<file path="src/rtl/spi_slave_if.sv">
// SPI pad signals plus the local TX/RX handshake of the SPI responder, grouped for
// connection between the responder (slave modport) and whatever drives it (master modport).
interface spi_slave_if #(
  parameter int DATA_W = 8
);
  logic              sclk;
  logic              cs_n;
  logic              mosi;
  logic              miso;
  logic              miso_oe;
  logic [DATA_W-1:0] tx_data;
  logic              tx_valid;
  logic              tx_ready;
  logic [DATA_W-1:0] rx_data;
  logic              rx_valid;
  logic              frame_err;
  logic              tx_underrun;

  modport slave (
    input  sclk, cs_n, mosi, tx_data, tx_valid,
    output miso, miso_oe, tx_ready, rx_data, rx_valid, frame_err, tx_underrun
  );

  modport master (
    output sclk, cs_n, mosi, tx_data, tx_valid,
    input  miso, miso_oe, tx_ready, rx_data, rx_valid, frame_err, tx_underrun
  );
endinterface

</file>
<file path="src/rtl/spi_slave.sv">
// Mode-0 SPI responder: oversamples the SPI pins on clk, deserialises MOSI into rx_data and
// shifts a one-entry TX holding register out on MISO, with back-to-back frames under one cs_n.
module spi_slave #(
  parameter int                DATA_W  = 8,
  parameter logic [DATA_W-1:0] TX_IDLE = 8'hFF
) (
  input  logic      clk,
  input  logic      rst_n,
  spi_slave_if.slave bus
);

  localparam int CNT_W = $clog2(DATA_W) + 1;
  localparam logic [CNT_W-1:0] CNT_ZERO = {CNT_W{1'b0}};
  localparam logic [CNT_W-1:0] CNT_ONE  = CNT_W'(1);
  localparam logic [CNT_W-1:0] CNT_FULL = CNT_W'(DATA_W);

  typedef enum logic [1:0] {
    ST_IDLE  = 2'd0,
    ST_LOAD  = 2'd1,
    ST_SHIFT = 2'd2,
    ST_DONE  = 2'd3
  } state_t;

  state_t            state_q, state_d;
  logic              sclk_s1_q, sclk_s2_q, sclk_d_q;
  logic              cs_s1_q, cs_s2_q, cs_d_q;
  logic              mosi_s1_q, mosi_s2_q;
  logic [DATA_W-1:0] buf_q, buf_d;
  logic              buf_full_q, buf_full_d;
  logic              tx_ready_q;
  logic [DATA_W-1:0] tx_shift_q, tx_shift_d;
  logic [DATA_W-1:0] rx_shift_q, rx_shift_d;
  logic [CNT_W-1:0]  bit_cnt_q, bit_cnt_d;
  logic              reload_q, reload_d;
  logic              miso_q, miso_d;
  logic              miso_oe_q;
  logic [DATA_W-1:0] rx_data_q, rx_data_d;
  logic              rx_valid_q, rx_valid_d;
  logic              frame_err_q, frame_err_d;
  logic              tx_underrun_q, tx_underrun_d;
  logic              load_s;

  logic              sclk_rise_s, sclk_fall_s, cs_fall_s, tx_wr_s;
  logic [CNT_W-1:0]  cnt_inc_s;
  logic [DATA_W-1:0] load_val_s;

  assign sclk_rise_s = sclk_s2_q & ~sclk_d_q;
  assign sclk_fall_s = ~sclk_s2_q & sclk_d_q;
  assign cs_fall_s   = ~cs_s2_q & cs_d_q;
  assign tx_wr_s     = bus.tx_valid & ~buf_full_q;
  assign cnt_inc_s   = bit_cnt_q + CNT_ONE;
  assign load_val_s  = buf_full_q ? buf_q : TX_IDLE;

  // Two-flop synchronisers plus one delayed copy for edge detection on the SPI pins
  always_ff @(posedge clk or negedge rst_n) begin
    if (!rst_n) begin
      sclk_s1_q <= 1'b0;
      sclk_s2_q <= 1'b0;
      sclk_d_q  <= 1'b0;
      cs_s1_q   <= 1'b1;
      cs_s2_q   <= 1'b1;
      cs_d_q    <= 1'b1;
      mosi_s1_q <= 1'b0;
      mosi_s2_q <= 1'b0;
    end else begin
      sclk_s1_q <= bus.sclk;
      sclk_s2_q <= sclk_s1_q;
      sclk_d_q  <= sclk_s2_q;
      cs_s1_q   <= bus.cs_n;
      cs_s2_q   <= cs_s1_q;
      cs_d_q    <= cs_s2_q;
      mosi_s1_q <= bus.mosi;
      mosi_s2_q <= mosi_s1_q;
    end
  end

  // Frame sequencing and shift datapath next-state
  always_comb begin
    state_d       = state_q;
    tx_shift_d    = tx_shift_q;
    rx_shift_d    = rx_shift_q;
    bit_cnt_d     = bit_cnt_q;
    reload_d      = reload_q;
    miso_d        = miso_q;
    rx_data_d     = rx_data_q;
    rx_valid_d    = 1'b0;
    frame_err_d   = 1'b0;
    tx_underrun_d = 1'b0;
    load_s        = 1'b0;
    case (state_q)
      ST_IDLE: begin
        reload_d = 1'b0;
        if (cs_fall_s) begin
          state_d = ST_LOAD;
        end else begin
          state_d = ST_IDLE;
        end
      end
      ST_LOAD: begin
        load_s    = 1'b1;
        bit_cnt_d = CNT_ZERO;
        state_d   = ST_SHIFT;
      end
      ST_SHIFT: begin
        if (cs_s2_q) begin
          state_d = ST_IDLE;
          // Deselect is only an error once a frame has started and not yet completed
          if ((bit_cnt_q != CNT_ZERO) && (bit_cnt_q != CNT_FULL)) begin
            frame_err_d = 1'b1;
          end else begin
            frame_err_d = 1'b0;
          end
        end else if (sclk_rise_s && (bit_cnt_q < CNT_FULL)) begin
          rx_shift_d = {rx_shift_q[DATA_W-2:0], mosi_s2_q};
          bit_cnt_d  = cnt_inc_s;
          if (cnt_inc_s == CNT_FULL) begin
            state_d = ST_DONE;
          end else begin
            state_d = ST_SHIFT;
          end
        end else if (sclk_fall_s) begin
          if (reload_q) begin
            load_s    = 1'b1;
            reload_d  = 1'b0;
            bit_cnt_d = CNT_ZERO;
          end else if (bit_cnt_q != CNT_ZERO) begin
            tx_shift_d = {tx_shift_q[DATA_W-2:0], 1'b0};
            miso_d     = tx_shift_q[DATA_W-2];
          end else begin
            tx_shift_d = tx_shift_q;
          end
        end else begin
          state_d = ST_SHIFT;
        end
      end
      ST_DONE: begin
        rx_data_d  = rx_shift_q;
        rx_valid_d = 1'b1;
        reload_d   = 1'b1;
        if (cs_s2_q) begin
          state_d = ST_IDLE;
        end else begin
          state_d = ST_SHIFT;
        end
      end
      default: begin
        state_d = ST_IDLE;
      end
    endcase
    if (load_s) begin
      tx_shift_d    = load_val_s;
      miso_d        = load_val_s[DATA_W-1];
      tx_underrun_d = ~buf_full_q;
    end else begin
      tx_underrun_d = 1'b0;
    end
    if (state_d == ST_IDLE) begin
      miso_d = 1'b0;
    end else begin
      miso_d = miso_d;
    end
  end

  // TX holding register: a load consumes the old content, a write only lands when empty
  always_comb begin
    buf_d      = buf_q;
    buf_full_d = buf_full_q;
    if (tx_wr_s) begin
      buf_d      = bus.tx_data;
      buf_full_d = 1'b1;
    end else if (load_s) begin
      buf_full_d = 1'b0;
    end else begin
      buf_full_d = buf_full_q;
    end
  end

  // State, datapath and registered outputs
  always_ff @(posedge clk or negedge rst_n) begin
    if (!rst_n) begin
      state_q       <= ST_IDLE;
      buf_q         <= {DATA_W{1'b0}};
      buf_full_q    <= 1'b0;
      tx_ready_q    <= 1'b1;
      tx_shift_q    <= {DATA_W{1'b0}};
      rx_shift_q    <= {DATA_W{1'b0}};
      bit_cnt_q     <= CNT_ZERO;
      reload_q      <= 1'b0;
      miso_q        <= 1'b0;
      miso_oe_q     <= 1'b0;
      rx_data_q     <= {DATA_W{1'b0}};
      rx_valid_q    <= 1'b0;
      frame_err_q   <= 1'b0;
      tx_underrun_q <= 1'b0;
    end else begin
      state_q       <= state_d;
      buf_q         <= buf_d;
      buf_full_q    <= buf_full_d;
      tx_ready_q    <= ~buf_full_d;
      tx_shift_q    <= tx_shift_d;
      rx_shift_q    <= rx_shift_d;
      bit_cnt_q     <= bit_cnt_d;
      reload_q      <= reload_d;
      miso_q        <= miso_d;
      miso_oe_q     <= (state_d != ST_IDLE);
      rx_data_q     <= rx_data_d;
      rx_valid_q    <= rx_valid_d;
      frame_err_q   <= frame_err_d;
      tx_underrun_q <= tx_underrun_d;
    end
  end

  assign bus.miso        = miso_q;
  assign bus.miso_oe     = miso_oe_q;
  assign bus.tx_ready    = tx_ready_q;
  assign bus.rx_data     = rx_data_q;
  assign bus.rx_valid    = rx_valid_q;
  assign bus.frame_err   = frame_err_q;
  assign bus.tx_underrun = tx_underrun_q;

endmodule

</file>
<file path="src/flat_wrapper.sv">
// flat-port wrapper written by rule: the top's interface ports become plain ports
module spi_slave_flat 
#(
  parameter int                DATA_W  = 8,
  parameter logic [DATA_W-1:0] TX_IDLE = 8'hFF
)
  (clk, rst_n, bus_sclk, bus_cs_n, bus_mosi, bus_tx_data, bus_tx_valid, bus_miso, bus_miso_oe, bus_tx_ready, bus_rx_data, bus_rx_valid, bus_frame_err, bus_tx_underrun);
  spi_slave_if #(.DATA_W(DATA_W)) bus_i ();
  input  logic clk;
  input  logic rst_n;
  input wire logic [$bits(bus_i.sclk)-1:0] bus_sclk;
  input wire logic [$bits(bus_i.cs_n)-1:0] bus_cs_n;
  input wire logic [$bits(bus_i.mosi)-1:0] bus_mosi;
  input wire logic [$bits(bus_i.tx_data)-1:0] bus_tx_data;
  input wire logic [$bits(bus_i.tx_valid)-1:0] bus_tx_valid;
  output wire logic [$bits(bus_i.miso)-1:0] bus_miso;
  output wire logic [$bits(bus_i.miso_oe)-1:0] bus_miso_oe;
  output wire logic [$bits(bus_i.tx_ready)-1:0] bus_tx_ready;
  output wire logic [$bits(bus_i.rx_data)-1:0] bus_rx_data;
  output wire logic [$bits(bus_i.rx_valid)-1:0] bus_rx_valid;
  output wire logic [$bits(bus_i.frame_err)-1:0] bus_frame_err;
  output wire logic [$bits(bus_i.tx_underrun)-1:0] bus_tx_underrun;
  assign bus_i.sclk = bus_sclk;
  assign bus_i.cs_n = bus_cs_n;
  assign bus_i.mosi = bus_mosi;
  assign bus_i.tx_data = bus_tx_data;
  assign bus_i.tx_valid = bus_tx_valid;
  assign bus_miso = bus_i.miso;
  assign bus_miso_oe = bus_i.miso_oe;
  assign bus_tx_ready = bus_i.tx_ready;
  assign bus_rx_data = bus_i.rx_data;
  assign bus_rx_valid = bus_i.rx_valid;
  assign bus_frame_err = bus_i.frame_err;
  assign bus_tx_underrun = bus_i.tx_underrun;
  spi_slave #(.DATA_W(DATA_W), .TX_IDLE(TX_IDLE)) u_core (.clk(clk), .rst_n(rst_n), .bus(bus_i));
endmodule
</file>
<file path="config.mk">
export PLATFORM = sky130hd
export DESIGN_NAME = spi_slave_flat
export DESIGN_NICKNAME = d
export VERILOG_FILES = /design/src/rtl/spi_slave_if.sv /design/src/rtl/spi_slave.sv /design/src/flat_wrapper.sv
export SDC_FILE = /design/constraint.sdc
export NUM_CORES = 1
export LEC_CHECK = 0
export CORE_ASPECT_RATIO = 0.5
export CORE_UTILIZATION = 54
export DETAILED_ROUTE_END_ITERATION = 12
export GPL_ROUTABILITY_DRIVEN = 0
export PLACE_DENSITY = 0.82
export SLEW_MARGIN = 15
export SYNTH_ARGS = -nofsm -noshare
export SYNTH_HDL_FRONTEND = slang
export SYNTH_SLANG_ARGS = --single-unit
</file>
<file path="constraint.sdc">
create_clock -name clk -period 2.1 [get_ports clk]
set_input_delay 0.42 -clock clk [delete_from_list [all_inputs] [get_ports clk]]
set_output_delay 0.42 -clock clk [all_outputs]
set_load 0.02 [all_outputs]
</file>
==> qor.txt, run 1 <==
CP Max Fanout: 11
First-pass GRT wire length: 5600 um
Net count, final: 230
Initial drt markers: 59
Cts repair resizes: 0
Total Wirelength: 3550 um
Startpoint types: flip-flop
Avg WL per Cell: 13.4 um
Peak Freq: 522 MHz
Antenna diode count: 0
Syn. warnings: 0
Max Cap Viol: 0
Largest net degree at the start of global routing: 54
P&R area growth vs syn: 19.6%
Worst Max-Slew Pin Slew: 0.483 ns
Setup Slack @ Placement: 0.252 ns
Slew margin rel.: 67.8%
Setup WS post-layout: 0.184 ns
PD cells: 1130 mW/mm2
Register clock-pin slew on the reported worst setup and hold paths: 0.09 ns
Setup_tns: 0 ns
Register bit total from synthesis: 53
Dominant synthesized flop cell: dfrtp_1
Clk_skew: 0.00513 ns
Critical path required time: 2.33 ns
Synth Net Count: 200
Tmin final: 1.92 ns
Sequential fraction of the synthesis area: 58.8%
Antenna violations before repair: 0
Post-route DRC: 0
CTS Hold Buffers Added: 0
EDFF count, synth: 0
CTS Root Cell: clkbuf_8
Final Cycle Share: 91.2%
Slew Viols, Final: 0
Synth cell types: 34
Die ar.: 0.00447 mm2
Num rows: 16
Synthesized area: 0.00226 mm2
Core box area: 0.00396 mm2
Worst IR drop on VDD: 0.000578 V
Grt ovf: 0
Crit Path Category: reg -> reg
Post-synthesis async set-or-reset flop share: 100%
Initial Util: 57.1%
Clk Latency, worst-skew pair: 0.30 ns
Share of cells above drive strength 1: 19.0%
Final setup fails: 0
H-tree levels: 2
CTS tree: built
Via count: 1,332
Crit path arrival time: 2.14 ns
Setup Buffers After CTS: 0
Final Core Density: 68.3%
Total power: 3.06 mW
Status: complete, no violations
Die height: 47.8 um
Syn Area/Cell: 12.6 um2
Static Leak: 1.29 nW
Synth top area share: 54.2%
Clock Path Buffers: 2
Drt via density: 5.05
Cts bufs inserted: 5
Dpl hpwl: 2410 um
Critical path capture point type: flip-flop
Cell taking the most area after synthesis: dfrtp_1
I/O pins: 28
GRT Overall Usage: 17.5%
IO buf count: 27
Final ANT Viol Nets: 0
Synthesized instance count: 179
Main area contributors after synthesis: dfrtp_1 (54%), mux2_2 (8.0%), mux2i_1 (6.2%), dfstp_2 (4.6%), nand2_1 (4.5%)
Fin Hold WS: 0.0822 ns
DRT Pass-1 Iters: 4
Clock sink count: 53
Vias in the first global route: 1,185
Hold Path Class: in -> async
Die Span X: 93.6 um
Final Hold Fails: 0
RSZ-0062 raised after global routing: false
routing by layer:
metal | track usage [%] | part of all wire, %
met5 | 0 | 0
met4 | 8.31 | 1.0
met3 | 4.76 | 3.4
met2 | 29.0 | 47
met1 | 22.5 | 49
worst max-delay path, stage by stage (launching register included):
cell	delay, ns
dfrtp_1	0.43
inv_1	0.09
ha_1	0.25
and4bb_2	0.25
a21oi_1	0.23
nand2b_1	0.14
buf_4	0.21
mux2i_1	0.23
Yosys cell counts, types with 4 or more instances:
| master | instances |
|---|---|
| mux2i_1 | 14 |
| nand2b_1 | 4 |
| inv_1 | 7 |
| mux2_2 | 16 |
| nor2b_1 | 8 |
| dfstp_2 | 4 |
| dfrtp_1 | 49 |
| nor2_1 | 4 |
| nand2_1 | 27 |
| ha_1 | 7 |
| a21oi_1 | 4 |
logic make-up after synthesis:
family / synth area share, %
buf+inv: 3.43
mux: 14.6
fa+ha+maj: 3.87
flops: 58.8
xor+xnor: 0.387
compound gates: 5.91
simple gates: 12.9
registers in the layout, indices dropped and copies added, names as in the netlist:
register,cells
u_core.cs_d_q,1
u_core.mosi_s1_q,1
u_core.state_q,2
u_core.buf_full_q,1
u_core.tx_shift_q,7
u_core.bus.tx_ready,1
u_core.mosi_s2_q,1
u_core.sclk_s1_q,1
u_core.bus.tx_underrun,1
u_core.bus.miso_oe,1
u_core.bus.miso,1
u_core.cs_s1_q,1
u_core.rx_shift_q,8
u_core.sclk_d_q,1
u_core.reload_q,1
u_core.sclk_s2_q,1
u_core.bit_cnt_q,4
u_core.bus.rx_valid,1
u_core.bus.rx_data,8
u_core.cs_s2_q,1
u_core.buf_q,8
u_core.bus.frame_err,1
final timing paths:
path,from,endpoint,slack [ns],depth (start not counted)
setup / recovery,u_core.state_q[0]$_DFF_PN0_,u_core.tx_shift_q[0]$_DFFE_PN0P_,0.18,7
hold / removal,rst_n,u_core.bus.rx_data[2]$_DFFE_PN0P_,0.08,2
setup reg to reg,u_core.state_q[0]$_DFF_PN0_,u_core.tx_shift_q[0]$_DFFE_PN0P_,0.18,7
hold reg to reg,u_core.mosi_s1_q$_DFF_PN0_,u_core.mosi_s2_q$_DFF_PN0_,0.36,0
max in group asynchronous,rst_n,u_core.cs_s2_q$_DFF_PN1_,1.72,2
min in group clk,u_core.mosi_s1_q$_DFF_PN0_,u_core.mosi_s2_q$_DFF_PN0_,0.36,0
through the flow:
step                      area, um2  std cells
after floorplan                2260        179
after global routing           2710        264
after global placement         2590        256
after detailed placement       2590        256
final                          2710        264
after CTS                      2710        264
power by group:
group | internal, mW | switching [mW]
Combinational | 0.441 | 0.420
Clock | 0.387 | 0.324
Sequential | 1.31 | 0.182
Total | 2.13 | 0.926
cell type report:
cell class,count,area (um2)
inverter,7,26.3
sequential,53,1330
clock buffer,6,82.6
multi-input combinational,111,855
timing repair buffer,31,308
clock inverter,2,37.5
fill,290,1260
tap,54,67.6
cell usage in the layout (no fill, tap or decap), drive strengths merged:
| cell | instances |
|---|---|
| mux2 | 17 |
| nor3b | 1 |
| clkdlybuf4s50 | 26 |
| nor2b | 8 |
| bufinv | 1 |
| clkinvlp | 1 |
| dfstp | 4 |
| buf | 5 |
| mux2i | 14 |
| nand2b | 4 |
| or2 | 1 |
| dfrtp | 49 |
| and3 | 3 |
| a21oi | 5 |
| nor2 | 4 |
| ha | 7 |
| or3b | 2 |
| and4bb | 1 |
| a31o | 1 |
| and2 | 1 |
| nand3b | 3 |
| o211a | 1 |
| a21o | 2 |
| clkbuf | 6 |
| a32o | 2 |
| xor2 | 1 |
| nand2 | 27 |
| inv | 7 |
| o21ai | 3 |
| a211oi | 2 |
| nor4bb | 1 |
No activity file was read; power rests on OpenSTA's default activity.
==> run 2: changes to the inputs <==
--- a/config.mk
+++ b/config.mk
@@ -10,7 +10,6 @@
 export DETAILED_ROUTE_END_ITERATION = 12
 export GPL_ROUTABILITY_DRIVEN = 0
 export PLACE_DENSITY = 0.82
-export SLEW_MARGIN = 15
 export SYNTH_ARGS = -nofsm -noshare
 export SYNTH_HDL_FRONTEND = slang
 export SYNTH_SLANG_ARGS = --single-unit
==> results of run 2 <==
No change in the layout: final DEF, timing and power equal those of run 1.
